### src/rtl/prog_loader_ctrl.sv
`default_nettype none
// ============================================================================
//  Module      : prog_loader_ctrl
//  Description : Copies one program from HD storage into a fixed instruction
//                memory slot via an HD req/ack handshake and an imem write port.
//  Revision    : 1.0 - initial release
// ============================================================================
module prog_loader_ctrl #(
    parameter int unsigned BLOCK_SIZE = 200,
    parameter int unsigned NUM_SLOTS  = 10,
    parameter int unsigned ADDR_W     = 32,
    parameter int unsigned DATA_W     = 32,
    parameter int unsigned TIMEOUT    = 16
) (
    input  logic                 clock,
    input  logic                 reset,
    input  logic                 start,
    input  logic                 abort,
    input  logic [4:0]           prog_id,
    input  logic [3:0]           slot,
    input  logic [7:0]           word_count,
    output logic                 hd_rd_req,
    output logic [ADDR_W-1:0]    hd_addr,
    input  logic                 hd_rd_ack,
    input  logic [DATA_W-1:0]    hd_data,
    output logic                 imem_we,
    output logic [ADDR_W-1:0]    imem_addr,
    output logic [DATA_W-1:0]    imem_wdata,
    output logic                 busy,
    output logic                 done,
    output logic                 error,
    output logic [1:0]           err_code,
    output logic [NUM_SLOTS-1:0] loaded_mask
);

    localparam logic [2:0] c_idle  = 3'd0;
    localparam logic [2:0] c_req   = 3'd1;
    localparam logic [2:0] c_write = 3'd2;
    localparam logic [2:0] c_done  = 3'd3;
    localparam logic [2:0] c_err   = 3'd4;

    localparam int unsigned      c_tmo_w   = (TIMEOUT > 2) ? $clog2(TIMEOUT) : 1;
    localparam logic [c_tmo_w-1:0] c_tmo_one = 1;

    logic [2:0]           state_q, state_d;
    logic [4:0]           prog_q, prog_d;
    logic [3:0]           slot_q, slot_d;
    logic [7:0]           count_q, count_d;
    logic [7:0]           idx_q, idx_d;
    logic [c_tmo_w-1:0]   tmo_q, tmo_d;
    logic [1:0]           err_code_q, err_code_d;
    logic [NUM_SLOTS-1:0] mask_q, mask_d;

    logic                 hd_rd_req_q, hd_rd_req_d;
    logic [ADDR_W-1:0]    hd_addr_q, hd_addr_d;
    logic                 imem_we_q, imem_we_d;
    logic [ADDR_W-1:0]    imem_addr_q, imem_addr_d;
    logic [DATA_W-1:0]    imem_wdata_q, imem_wdata_d;
    logic                 busy_q, busy_d;
    logic                 done_q, done_d;
    logic                 error_q, error_d;

    logic                 args_bad;

    assign args_bad = (32'(slot) >= NUM_SLOTS) || (word_count == 8'd0) ||
                      (32'(word_count) > BLOCK_SIZE);

    // State, context and registered outputs
    always_ff @(posedge clock or posedge reset) begin
        if (reset) begin
            state_q      <= c_idle;
            prog_q       <= '0;
            slot_q       <= '0;
            count_q      <= '0;
            idx_q        <= '0;
            tmo_q        <= '0;
            err_code_q   <= '0;
            mask_q       <= '0;
            hd_rd_req_q  <= 1'b0;
            hd_addr_q    <= '0;
            imem_we_q    <= 1'b0;
            imem_addr_q  <= '0;
            imem_wdata_q <= '0;
            busy_q       <= 1'b0;
            done_q       <= 1'b0;
            error_q      <= 1'b0;
        end else begin
            state_q      <= state_d;
            prog_q       <= prog_d;
            slot_q       <= slot_d;
            count_q      <= count_d;
            idx_q        <= idx_d;
            tmo_q        <= tmo_d;
            err_code_q   <= err_code_d;
            mask_q       <= mask_d;
            hd_rd_req_q  <= hd_rd_req_d;
            hd_addr_q    <= hd_addr_d;
            imem_we_q    <= imem_we_d;
            imem_addr_q  <= imem_addr_d;
            imem_wdata_q <= imem_wdata_d;
            busy_q       <= busy_d;
            done_q       <= done_d;
            error_q      <= error_d;
        end
    end

    // Next-state and load context
    always_comb begin
        state_d    = state_q;
        prog_d     = prog_q;
        slot_d     = slot_q;
        count_d    = count_q;
        idx_d      = idx_q;
        tmo_d      = tmo_q;
        err_code_d = err_code_q;
        mask_d     = mask_q;
        case (state_q)
            c_idle: begin
                if (start && !abort) begin
                    prog_d     = prog_id;
                    slot_d     = slot;
                    count_d    = word_count;
                    idx_d      = '0;
                    tmo_d      = '0;
                    err_code_d = 2'b00;
                    if (args_bad) begin
                        state_d    = c_err;
                        err_code_d = 2'b01;
                    end else begin
                        state_d      = c_req;
                        mask_d[slot] = 1'b0;
                    end
                end
            end
            c_req: begin
                if (abort) begin
                    state_d = c_idle;
                end else if (hd_rd_ack) begin
                    state_d = c_write;
                end else if (32'(tmo_q) == TIMEOUT - 1) begin
                    state_d    = c_err;
                    err_code_d = 2'b10;
                end else begin
                    tmo_d = tmo_q + c_tmo_one;
                end
            end
            c_write: begin
                if (abort) begin
                    state_d = c_idle;
                end else if (idx_q == count_q - 8'd1) begin
                    state_d        = c_done;
                    mask_d[slot_q] = 1'b1;
                end else begin
                    idx_d   = idx_q + 8'd1;
                    tmo_d   = '0;
                    state_d = c_req;
                end
            end
            c_done:  state_d = c_idle;
            c_err:   state_d = c_idle;
            default: state_d = c_idle;
        endcase
    end

    // Outputs are decoded from the upcoming state so they line up with it
    always_comb begin
        hd_rd_req_d  = (state_d == c_req);
        hd_addr_d    = '0;
        imem_we_d    = (state_d == c_write);
        imem_addr_d  = '0;
        imem_wdata_d = '0;
        busy_d       = (state_d != c_idle);
        done_d       = (state_d == c_done);
        error_d      = (state_d == c_err);
        if (state_d == c_req) begin
            hd_addr_d = ADDR_W'(prog_d) * ADDR_W'(BLOCK_SIZE) + ADDR_W'(idx_d);
        end
        if (state_d == c_write) begin
            imem_addr_d  = ADDR_W'(slot_d) * ADDR_W'(BLOCK_SIZE) + ADDR_W'(idx_d);
            imem_wdata_d = hd_data;
        end
    end

    assign hd_rd_req   = hd_rd_req_q;
    assign hd_addr     = hd_addr_q;
    assign imem_we     = imem_we_q;
    assign imem_addr   = imem_addr_q;
    assign imem_wdata  = imem_wdata_q;
    assign busy        = busy_q;
    assign done        = done_q;
    assign error       = error_q;
    assign err_code    = err_code_q;
    assign loaded_mask = mask_q;

endmodule
`default_nettype wire

### config.mk
export PLATFORM = sky130hd
export DESIGN_NAME = prog_loader_ctrl
export DESIGN_NICKNAME = d
export VERILOG_FILES = /design/src/rtl/prog_loader_ctrl.sv
export SDC_FILE = /design/constraint.sdc
export NUM_CORES = 1
export LEC_CHECK = 0
export CORE_MARGIN = 1
export CORE_UTILIZATION = 35
export DETAILED_ROUTE_END_ITERATION = 16
export DONT_BUFFER_PORTS = 1
export GPL_ROUTABILITY_DRIVEN = 0
export MAX_ROUTING_LAYER = met4
export PLACE_DENSITY = 0.54
export SLEW_MARGIN = 20
export SYNTH_ARGS = -nofsm -noshare
export SYNTH_HDL_FRONTEND = slang
export SYNTH_SLANG_ARGS = --single-unit
### constraint.sdc
create_clock -name clock -period 4.37 [get_ports clock]
set_clock_uncertainty 0.1 [all_clocks]
set_input_delay 0.6555 -clock clock [delete_from_list [all_inputs] [get_ports clock]]
set_output_delay 0.6555 -clock clock [all_outputs]
set_load 0.05 [all_outputs]
==> impl_metrics.yaml <==
outcome:
  status: "completed"
yosys:
  synth_area_leaders: "dfrtp_1 48%, ha_1 8.5%, buf_4 4.9%"
  synth_seq_area_share: 0.481
  synth-edff-count: 0
  synthCells: 532
  synth_top_family_by_area: "simple AND/OR/NAND/NOR gates"
  synth_adder_area_share: 0.0988
  synth_cell_types: 52
  syn_area_per_cell_um2: 10.6
  async_flop_share: 1.00
  synth-seq-cells: 108
  yosysWarnings: 0
  synth.largest_area_cell: "dfrtp_1"
  synthMuxAreaShare: 0.0329
  synthSimpleGateAreaFrac: 0.155
  synth_xor_xnor_area_share: 0.0530
  netlist_area_mm2: 0.00562
  synthFlopType: "dfrtp_1"
  synth_compound_area_frac: 0.100
  yosys.area.top_type_share: 0.481
floorplan:
  num_rows: 45
  die_h_um: 129
  die_x_um: 129
  dieArea_mm2: 0.0166
  ioPinCount: 167
  coreArea_mm2: 0.0154
  start_util: 0.364
layout:
  final_util: 0.396
  fin_nets: 639
  fin_area_mm2: 0.00612
  layout_commonest_cell: "dfrtp_1"
  diodes: 0
  drive_above_1_share: 0.0985
  layout_common_cells: "108 x dfrtp_1, 39 x nor2_1, 38 x and2_1"
  syn2layout_area_growth_pct: 8.82
setup_path:
  critPathCaptureType: "flop"
  cp_slowest_cell: "dfrtp_1"
  cp.required_ns: 4.51
  slowest_delay_ns: 0.44
  worst_setup_path_start_kind: "flop"
  cp_data_arrival_time_ns: 4.10
  crit_chain: "nor2_1 > nand2_1 > nor2_1 > buf_4 > mux2_2 > ha_1 > ha_1 > ha_1 > inv_1 > fa_1 > xnor2_1 > nor3b_1 > o31ai_1 > nor3b_1 > xnor2_1 > nor2_1"
  cp_max_fo: 6
  criticalPathCategory: "reg2reg"
grt:
  grt.total_usage: 0.155
  grt_pass1_vias: 3676
  grt-ovfl-total: 0
  antenna_found_initial: 0
  grt_max_degree: 84
  grt_pass1_wl_mm: 18.9
cts:
  tritoncts: "done"
  clk-insertion-delay-late_ns: 0.36
  clk_pin_slew_ns: 0.08
  numClockSinks: 108
  numCtsBuffers: 9
  htreeDepth: 3
  cts_root_buf: "clkbuf_16"
  clk_path_buf_depth: 2
timing:
  drv_slew: 0
  worst_slew_pin_slew_ns: 0.791
  max_freq_mhz: 252
  setup_ws_ns: 0.409
  hold_viol_final: 0
  min_period_ns: 3.96
  tns_ns: 0
  relSlewSlack: 0.472
  fin_crit_sh: 0.906
  rsz0062_at_grt: "no"
  setup_viol: 0
detailed_routing:
  met2_length_mm: 5.84
  num_vias: 3654
  wl_met1_mm: 5.07
  ant_nets: 0
  met3WireLength_um: 724
  top_layer_used: "met4"
  drt-wirelength-per-cell_um: 15.6
  drt-total-wl_mm: 11.8
  drt_iter0_markers: 171
  via_per_inst: 4.81
  dr.pass1.iters: 4
  drc: 0
power_and_ir_drop:
  power_density_mw_per_mm2: 474
  peakVddDrop_mv: 0.180
  p_leak_nw: 2.99
  power.total_mw: 2.90
min_path:
  worst_hold_path_type: "in2async"
placed_design:
  placed_area_mm2: 0.00577
  numPortBuffers: 0
  dp_hpwl_mm: 8.94
  pre_cts_ws_ns: 0.182
flow_run:
  cap_viol_max_count: 0
## stage by stage
| step | instances | hold slack (ns) |
|---|---|---|
| final | 759 | 0.193 |
| after global routing | 759 | 0.257 |
| after detailed placement | 739 | 0.406 |
| after global placement | 739 | 0.398 |
| after CTS | 755 | 0.299 |
| after floorplan | 568 | 0.378 |
## power breakdown
group          switching [mW]  total [mW]  internal [mW]
combinational           0.491       0.844          0.353
clock                   0.428       0.843          0.414
sequential              0.147        1.21           1.06
## final timing paths
path	start	end	slack (ns)	cells after the start
max	state_q[0]	hd_addr[12]	0.41	16
min	reset	hd_addr[4]	0.19	1
min in group clock	hd_data[20]	imem_wdata[20]	0.31	1
min reg2reg	tmo_q[0]	tmo_q[0]	0.41	1
max in group asynchronous	reset	imem_addr[3]	3.12	2
max reg2reg	state_q[0]	hd_addr[12]	0.41	16
## flip-flops by register name, indices dropped and copies added, names as in the netlist, 2 cells and up
name,flops
imem_wdata,32
hd_addr,14
imem_addr,13
loaded_mask,10
count_q,8
idx_q,8
prog_q,5
slot_q,4
tmo_q,4
state_q,3
err_code,2
## cell type report
class	count	area [µm²]
clock inverter	7	88.8
sequential	108	2700
inverter	29	114
fill	1581	9310
timing repair buffer	14	105
tap	211	264
multi-input combinational	381	2620
clock buffer	9	225
## cell families (layout without fill, tap and decap cells)
kind of cell	after synthesis	count (layout)
flip-flops	108	108
other	1	37
adder cells (fa/ha/maj)	42	42
buffers and inverters	79	59
AND/OR/NAND/NOR	160	160
multiplexers	17	17
XOR/XNOR	34	34
AO/OA/AOI/OAI	91	91
## worst max-delay path, delay by kind of cell, from the launching register on
family,cells,cell delay [ns]
adder cells (fa/ha/maj),4,1.12
AND/OR/NAND/NOR,6,1.03
flip-flops,1,0.44
XOR/XNOR,2,0.42
multiplexers,1,0.39
buffers and inverters,2,0.22
AO/OA/AOI/OAI,1,0.12
## layer usage
layer / vias to the layer above / GRT usage
li1: 1744 / -
met1: 1768 / 0.188
met2: 128 / 0.247
met3: 14 / 0.0337
met4: 0 / 0.0671
met5: - / -
## synth_stat cells, types with 5 or more instances
cell type  count
inv_1         29
o21ai_1        5
nand2b_1      10
nor2_1        39
buf_4         37
ha_1          38
a21oi_1       19
xnor2_1       23
a21o_1         7
a31oi_1       11
xor2_1        11
dfrtp_1      108
nor2b_1        6
mux2_2        12
nand2_1       28
clkbuf_1      10
mux2i_1        5
nand3_1        5
and2_1        38
o21ai_0       27
## repair_timing
action / in CTS / in global routing
hold buffers: 0 / 0
setup endpoints to repair: 0 / 8
buffers inserted: 0 / 4
resized for setup: 0 / 2
endpoints found under the hold margin: 0 / 0
Note: power is estimated with default switching activity, not from simulation.
